## config.mk

```make
export PLATFORM = sky130hd
export DESIGN_NAME = md_lr_force_drain_flat
export DESIGN_NICKNAME = d
export VERILOG_FILES = /design/src/rtl/md_lr_force_drain_if.sv /design/src/rtl/md_lr_force_drain.sv /design/src/flat_wrapper.sv
export SDC_FILE = /design/constraint.sdc
export NUM_CORES = 2
export LEC_CHECK = 0
export CORE_MARGIN = 5
export CORE_UTILIZATION = 30
export CTS_CLUSTER_DIAMETER = 150
export DETAILED_ROUTE_END_ITERATION = 10
export GPL_TIMING_DRIVEN = 0
export HOLD_SLACK_MARGIN = 0.02
export PLACE_DENSITY = 0.42
export SETUP_SLACK_MARGIN = 0.1
export SYNTH_ARGS = -nofsm -noshare
export SYNTH_HDL_FRONTEND = slang
export SYNTH_SLANG_ARGS = --single-unit
```

## constraint.sdc

```tcl
create_clock -name clk -period 5.86 [get_ports clk]
set_input_delay 1.172 -clock clk [delete_from_list [all_inputs] [get_ports clk]]
set_output_delay 1.172 -clock clk [all_outputs]
set_load 0.02 [all_outputs]
```

## src/rtl/md_lr_force_drain_if.sv

```systemverilog
// Force-drain interface: the force handshake from md_lr_top, the host slice
// read port, and the status/counter outputs of md_lr_force_drain.
// The "slave" modport is the drain block; "master" is whatever drives it
// (md_lr_top plus the CSR path, or a testbench).
interface md_lr_force_drain_if #(
  parameter int PADDRW = 15,
  parameter int FDATAW = 96,
  parameter int SLICEW = 16,
  parameter int DEPTH  = 16
);
  localparam int IDXW = $clog2(FDATAW / SLICEW);
  localparam int LVLW = $clog2(DEPTH) + 1;

  // Force entry handshake from md_lr_top
  logic              fready;
  logic              fvalid;
  logic [PADDRW-1:0] faddr;
  logic              flast;
  logic [FDATAW-1:0] fdata;

  // Host-side slice read port
  logic              rd_valid;
  logic [SLICEW-1:0] rd_slice;
  logic [IDXW-1:0]   rd_idx;
  logic [PADDRW-1:0] rd_addr;
  logic              rd_last;
  logic              slice_ack;

  // Status / bookkeeping
  logic              clr_done;
  logic              done;
  logic [PADDRW:0]   nforce;
  logic [LVLW-1:0]   level;
  logic [FDATAW-1:0] csum;

  modport slave (
    output fready,
    input  fvalid, faddr, flast, fdata,
    output rd_valid, rd_slice, rd_idx, rd_addr, rd_last,
    input  slice_ack, clr_done,
    output done, nforce, level, csum
  );

  modport master (
    input  fready,
    output fvalid, faddr, flast, fdata,
    input  rd_valid, rd_slice, rd_idx, rd_addr, rd_last,
    output slice_ack, clr_done,
    input  done, nforce, level, csum
  );
endinterface

```

## src/rtl/md_lr_force_drain.sv

```systemverilog
// md_lr_force_drain: buffers force results from md_lr_top in a register FIFO
// and hands each FDATAW-bit entry to the host as SLICEW-bit slices, one per
// slice_ack. Tracks completion (done) and the number of accepted forces.
// Optional: define MD_LR_FORCE_DRAIN_CSUM_EN to build the running XOR
// checksum of accepted fdata on csum; otherwise csum is tied to 0.
module md_lr_force_drain #(
  parameter int PADDRW = 15,
  parameter int FDATAW = 96,
  parameter int SLICEW = 16,
  parameter int DEPTH  = 16
) (
  input  logic                clk,
  input  logic                rst,
  md_lr_force_drain_if.slave  bus
);

  localparam int NSLICE = FDATAW / SLICEW;
  localparam int IDXW   = $clog2(NSLICE);
  localparam int PTRW   = $clog2(DEPTH);
  localparam int LVLW   = PTRW + 1;

  typedef struct packed {
    logic              last;
    logic [PADDRW-1:0] addr;
    logic [FDATAW-1:0] data;
  } entry_t;

  entry_t            r_mem [DEPTH];
  logic [PTRW-1:0]   r_wr_ptr;
  logic [PTRW-1:0]   r_rd_ptr;
  logic [LVLW-1:0]   r_level;
  logic [IDXW-1:0]   r_idx;
  logic              r_done;
  logic [PADDRW:0]   r_nforce;

  logic              w_fready;
  logic              w_rd_valid;
  logic              w_push;
  logic              w_ack;
  logic              w_last_slice;
  logic              w_pop;
  entry_t            w_head;
  logic [SLICEW-1:0] w_slice;

  // fready uses the pre-pop level, so a full FIFO refuses a push even in
  // the cycle it pops; the entry is taken one cycle later.
  assign w_fready     = (r_level < LVLW'(DEPTH));
  assign w_rd_valid   = (r_level != '0);
  assign w_push       = bus.fvalid && w_fready;
  assign w_ack        = bus.slice_ack && w_rd_valid;
  assign w_last_slice = (r_idx == IDXW'(NSLICE - 1));
  assign w_pop        = w_ack && w_last_slice;
  assign w_head       = r_mem[r_rd_ptr];

  // Select the slice of the head entry addressed by the slice index
  always_comb begin
    // NOTE: default first so every path assigns w_slice and no latch is inferred.
    w_slice = '0;
    for (int i = 0; i < NSLICE; i++) begin
      if (r_idx == IDXW'(i)) w_slice = w_head.data[i*SLICEW +: SLICEW];
    end
  end

  // Entry storage: written on push only
  // NOTE: storage is not reset; contents are only observed while level is
  // non-zero, so stale entries after reset are never visible.
  always_ff @(posedge clk) begin
    if (w_push) r_mem[r_wr_ptr] <= '{last: bus.flast, addr: bus.faddr, data: bus.fdata};
  end

  // FIFO pointers, occupancy and slice index; reset drops everything buffered
  always_ff @(posedge clk) begin
    // NOTE: non-blocking assignments so every register samples pre-edge values.
    if (rst) begin
      r_wr_ptr <= '0;
      r_rd_ptr <= '0;
      r_level  <= '0;
      r_idx    <= '0;
    end else begin
      if (w_push) r_wr_ptr <= r_wr_ptr + 1'b1;
      if (w_pop)  r_rd_ptr <= r_rd_ptr + 1'b1;
      case ({w_push, w_pop})
        2'b10:   r_level <= r_level + 1'b1;
        2'b01:   r_level <= r_level - 1'b1;
        default: r_level <= r_level;
      endcase
      if (w_ack) r_idx <= w_last_slice ? '0 : r_idx + 1'b1;
    end
  end

  // Sticky done flag and saturating accepted-force counter
  always_ff @(posedge clk) begin
    if (rst) begin
      r_done   <= 1'b0;
      r_nforce <= '0;
    end else begin
      // A last-entry pop in the same cycle as clr_done leaves done set.
      if (w_pop && w_head.last) r_done <= 1'b1;
      else if (bus.clr_done)    r_done <= 1'b0;

      if (bus.clr_done)                  r_nforce <= w_push ? (PADDRW+1)'(1) : '0;
      else if (w_push && ~&r_nforce)     r_nforce <= r_nforce + 1'b1;
    end
  end

`ifdef MD_LR_FORCE_DRAIN_CSUM_EN
  logic [FDATAW-1:0] r_csum;

  // Running XOR of accepted force data; clear with push keeps the new data
  always_ff @(posedge clk) begin
    if (rst)               r_csum <= '0;
    else if (bus.clr_done) r_csum <= w_push ? bus.fdata : '0;
    else if (w_push)       r_csum <= r_csum ^ bus.fdata;
  end

  assign bus.csum = r_csum;
`else
  assign bus.csum = '0;
`endif

  assign bus.fready   = w_fready;
  assign bus.rd_valid = w_rd_valid;
  assign bus.rd_slice = w_rd_valid ? w_slice : '0;
  assign bus.rd_idx   = r_idx;
  assign bus.rd_addr  = w_rd_valid ? w_head.addr : '0;
  assign bus.rd_last  = w_rd_valid && w_head.last;
  assign bus.done     = r_done;
  assign bus.nforce   = r_nforce;
  assign bus.level    = r_level;

endmodule

```

## src/flat_wrapper.sv

```systemverilog
// flat-port wrapper written by rule: the top's interface ports become plain ports
module md_lr_force_drain_flat 
#(
  parameter int PADDRW = 15,
  parameter int FDATAW = 96,
  parameter int SLICEW = 16,
  parameter int DEPTH  = 16
)
  (clk, rst, bus_fready, bus_fvalid, bus_faddr, bus_flast, bus_fdata, bus_rd_valid, bus_rd_slice, bus_rd_idx, bus_rd_addr, bus_rd_last, bus_slice_ack, bus_clr_done, bus_done, bus_nforce, bus_level, bus_csum);
  md_lr_force_drain_if #(.PADDRW(PADDRW), .FDATAW(FDATAW), .SLICEW(SLICEW), .DEPTH(DEPTH)) bus_i ();
  input  logic clk;
  input  logic rst;
  output wire logic [$bits(bus_i.fready)-1:0] bus_fready;
  input wire logic [$bits(bus_i.fvalid)-1:0] bus_fvalid;
  input wire logic [$bits(bus_i.faddr)-1:0] bus_faddr;
  input wire logic [$bits(bus_i.flast)-1:0] bus_flast;
  input wire logic [$bits(bus_i.fdata)-1:0] bus_fdata;
  output wire logic [$bits(bus_i.rd_valid)-1:0] bus_rd_valid;
  output wire logic [$bits(bus_i.rd_slice)-1:0] bus_rd_slice;
  output wire logic [$bits(bus_i.rd_idx)-1:0] bus_rd_idx;
  output wire logic [$bits(bus_i.rd_addr)-1:0] bus_rd_addr;
  output wire logic [$bits(bus_i.rd_last)-1:0] bus_rd_last;
  input wire logic [$bits(bus_i.slice_ack)-1:0] bus_slice_ack;
  input wire logic [$bits(bus_i.clr_done)-1:0] bus_clr_done;
  output wire logic [$bits(bus_i.done)-1:0] bus_done;
  output wire logic [$bits(bus_i.nforce)-1:0] bus_nforce;
  output wire logic [$bits(bus_i.level)-1:0] bus_level;
  output wire logic [$bits(bus_i.csum)-1:0] bus_csum;
  assign bus_fready = bus_i.fready;
  assign bus_i.fvalid = bus_fvalid;
  assign bus_i.faddr = bus_faddr;
  assign bus_i.flast = bus_flast;
  assign bus_i.fdata = bus_fdata;
  assign bus_rd_valid = bus_i.rd_valid;
  assign bus_rd_slice = bus_i.rd_slice;
  assign bus_rd_idx = bus_i.rd_idx;
  assign bus_rd_addr = bus_i.rd_addr;
  assign bus_rd_last = bus_i.rd_last;
  assign bus_i.slice_ack = bus_slice_ack;
  assign bus_i.clr_done = bus_clr_done;
  assign bus_done = bus_i.done;
  assign bus_nforce = bus_i.nforce;
  assign bus_level = bus_i.level;
  assign bus_csum = bus_i.csum;
  md_lr_force_drain #(.PADDRW(PADDRW), .FDATAW(FDATAW), .SLICEW(SLICEW), .DEPTH(DEPTH)) u_core (.clk(clk), .rst(rst), .bus(bus_i));
endmodule
```

==> metrics.md <==
| Metric | Value |
|---|---|
| Post-DR vias/cell | `4.881` |
| Pre-Repair DR Iteration Count | `5` |
| Post-route clock period utilization | `96.38%` |
| Synth cell types | `55` |
| Setup crit start kind | `flip-flop` |
| Final min period | `5.648 ns` |
| Setup Skew | `0.02429 ns` |
| Crit-path cells | `buf_6 > buf_6 > buf_8 > buf_8 > buf_6 > buf_6 > mux2i_1 > a221oi_2 > nand3_2 > a21oi_2 > clkdlybuf4s50_1` |
| Rows | `179` |
| Port buffer count | `175` |
| Core area | `237200 sq um` |
| Sequential-to-total area share from yosys stat | `76.50%` |
| Relative slew slack | `19.39%` |
| Worst path max stage delay | `0.68 ns` |
| CTS Buf Count | `199` |
| Hold Vio Cnt, Final | `0` |
| DR vias | `34450` |
| Initial Util | `30.07%` |
| Clock Sink Count | `1829` |
| Worst-path clk slew | `0.06 ns` |
| Top FF cell, synth | `edfxtp_1` |
| Power density cells | `322.8 nW/um^2` |
| Cell Area, Synth | `71310 sq um` |
| Layout cells sized above 1 | `30.19%` |
| Buf/Inv on CP | `7` |
| H-Tree Depth | `4` |
| I/O pin total | `272` |
| RSZ-0062 raised after global routing | `no` |
| Mean area per synthesized cell | `22.27 sq um` |
| Starting DRT DRC Count | `3274` |
| Largest net degree at the start of global routing | `38` |
| CTS Root Cell | `clkbuf_16` |
| First-pass GRT wire length | `303000 um` |
| Final wirelength | `220900 um` |
| Hold slack | `0.5114 ns` |
| Multi-input combinational cell area | `15850 sq um` |
| Max-Cap Viols | `0` |
| Horizontal die dimension | `497.5 um` |
| Seq cells post-synth | `1829` |
| Crit. End Element | `output port` |
| Post-synth EDFFs | `1792` |
| Die span in y | `497.5 um` |
| Peak VDD IR | `0.0002660 V` |
| Slew @ Worst Pin | `1.209 ns` |
| Pre-CTS setup slack | `-0.8646 ns` |
| Clk_lat worst skew | `0.84 ns` |
| Antenna violations before repair | `35` |
| Drt drc | `0` |
| Total grt overflow | `0` |
| Post-synth ARST share | `0%` |
| Status | `finished clean` |
| Worst Slack Setup Final | `0.2123 ns` |
| Filler cells | `21730` |
| Synth Area in Compound Gates | `2.127%` |
| Delay-heaviest family, CP | `buffers and inverters` |
| Synth Area in XOR/XNOR | `0.2948%` |
| Overall routing resource usage | `17.51%` |
| Worst min path class | `flip-flop to flip-flop` |
| Arr. time, crit path | `4.48 ns` |
| Yosys warnings | `0` |
| Commonest non-fill, non-tap cell in the layout | `edfxtp_1` |
| # nets final | `3851` |
| CP max FO | `10` |
| Number of global-route vias before repair | `35070` |
| Post-DP HPWL | `141800 um` |
| Crit-path most repeated cell | `buf_6` |
| Commonest cells after routing, fill and taps aside | `edfxtp_1 (1792), mux4_2 (445), clkbuf_16 (202)` |
| Fmax | `0.1771 GHz` |
| Slowest stage cell, crit path | `clkdlybuf4s50_1` |
| Largest family of logic cells by synthesized area | `multiplexers` |
| Static leakage | `0.02624 uW` |
| WS Path Type | `flip-flop to output port` |
| Mapped Cells | `3202` |
| Multiplexer share of the synthesized area | `16.84%` |
| Post-Synth Simple-Gate Area | `1.483%` |
| Seq. cell area | `54550 sq um` |
| CTS max path bufs | `3` |
| Post-DR wirelength/cell | `31.30 um` |
| CTS tree | `built` |
| Pins over their slew limit | `0` |
| Die ar. | `247600 sq um` |
| Final setup viols | `0` |
| Adder-Cell Fraction of Synth Area | `0.1930%` |
| CP Data Required Time | `4.69 ns` |
| GPL Wtd Cong | `0.7271` |
| Area growth, synth to finish | `19.97%` |
| Final ANT Viol Nets | `0` |
flip-flops by register name (all words and copies together), names as in the netlist, named ones only:
register,count
u_core.bus.done,1
u_core.bus.nforce,16
u_core.r_mem,1792
u_core.bus.rd_idx,3
u_core.r_wr_ptr,4
u_core.bus.level,5
u_core.r_rd_ptr,4
final timing paths:
kind                                                           end  slack, ns  depth (start not counted)                               start
worst min-delay path            u_core.bus.nforce[15]$_SDFFE_PP0P_       0.51                          2  u_core.bus.nforce[15]$_SDFFE_PP0P_
worst max-delay path                               bus_rd_slice[0]       0.21                         11                           flip-flop
worst max register to register    u_core.bus.level[4]$_SDFFE_PP0P_       1.42                         16    u_core.bus.level[1]$_SDFFE_PP0P_
worst min register to register  u_core.bus.nforce[15]$_SDFFE_PP0P_       0.51                          2  u_core.bus.nforce[15]$_SDFFE_PP0P_
synth_stat cells (8+ instances only):
master | instances | area share (%)
a211oi_1 | 24 | 0.25
a21oi_1 | 37 | 0.26
a221oi_1 | 25 | 0.31
and2_1 | 38 | 0.33
and3_1 | 8 | 0.070
buf_1 | 9 | 0.047
buf_2 | 60 | 0.42
buf_4 | 136 | 1.4
buf_6 | 23 | 0.36
clkbuf_1 | 38 | 0.20
dfxtp_1 | 37 | 1.0
edfxtp_1 | 1792 | 75
ha_1 | 11 | 0.19
mux2_2 | 83 | 1.3
mux2i_1 | 105 | 1.5
mux4_2 | 445 | 14
nand2_1 | 22 | 0.12
nand2b_1 | 9 | 0.079
nand3_1 | 14 | 0.098
nor2_1 | 58 | 0.31
nor2b_1 | 25 | 0.22
o21a_1 | 10 | 0.11
o21ai_0 | 44 | 0.31
o22ai_1 | 31 | 0.27
o31ai_1 | 20 | 0.21
xor2_1 | 21 | 0.26
power by group:
group / switching [uW] / total [uW] / internal, uW
clock network: 5190 / 12000 / 6790
registers: 34.9 / 14600 / 14500
logic: 705 / 1070 / 363
total: 5930 / 27600 / 21700
repair_timing:
action,4_1_cts,5_1_grt
hold buffers,0,0
cloned,0,0
gates resized for setup,160,10
endpoints found under the setup margin,31,9
setup buffers,1,0
pin swaps,14,2
kinds of logic (layout without fill, tap and decap cells):
group | after synthesis | after routing
flops | 1829 | 1829
mux | 633 | 633
buf+inv | 275 | 857
compound gates | 227 | 227
simple gates | 202 | 202
xor+xnor | 24 | 24
fa+ha+maj | 11 | 11
other cells | 1 | 108
through the flow:
stage	util, %	power, uW	TNS [ns]	cell area [sq um]	instances
after floorplan	-	15270	0	71670	3297
after global placement	32.63	15890	-7163.98	77380	6639
after detailed placement	33.19	15890	-4.373	78730	6689
after CTS	36.04	27940	0	85480	7046
after global routing	36.06	28550	0	85520	7048
final	36.07	27610	0	85550	7058
layer usage:
| metal | share of wire (%) | vias up | GRT usage (%) |
|---|---|---|---|
| met1 | 45 | 18860 | 24.94 |
| met2 | 47 | 969 | 28.13 |
| met3 | 5.9 | 235 | 3.744 |
| met4 | 1.4 | 6 | 2.974 |
| li1 | - | 14380 | - |
| met5 | 0.017 | - | 0 |
layout make-up:
| class | count | share of cell area [%] |
|---|---|---|
| clock inverters | 109 | 1.062 |
| well taps | 3167 | 4.632 |
| flip-flops and latches | 1829 | 63.77 |
| inverters | 6 | 0.02633 |
| clock buffers | 248 | 6.111 |
| repair buffers | 226 | 3.556 |
| diodes | 12 | 0.03510 |
| multi-input cells | 1193 | 18.53 |
| plain buffers | 268 | 2.280 |
worst register-to-register path: stages (launching register included):
cell	delay, ns
dfxtp_1	0.38
or2_2	0.34
nor4_2	0.34
buf_6	0.23
inv_1	0.43
and3_1	0.39
buf_2	0.24
ha_1	0.28
clkbuf_1	0.21
xor2_1	0.20
ha_1	0.23
o21a_1	0.17
o22a_1	0.20
a21oi_1	0.17
xor2_1	0.09
or3_1	0.31
a21oi_1	0.14
No activity file was read; power rests on OpenSTA's default activity.
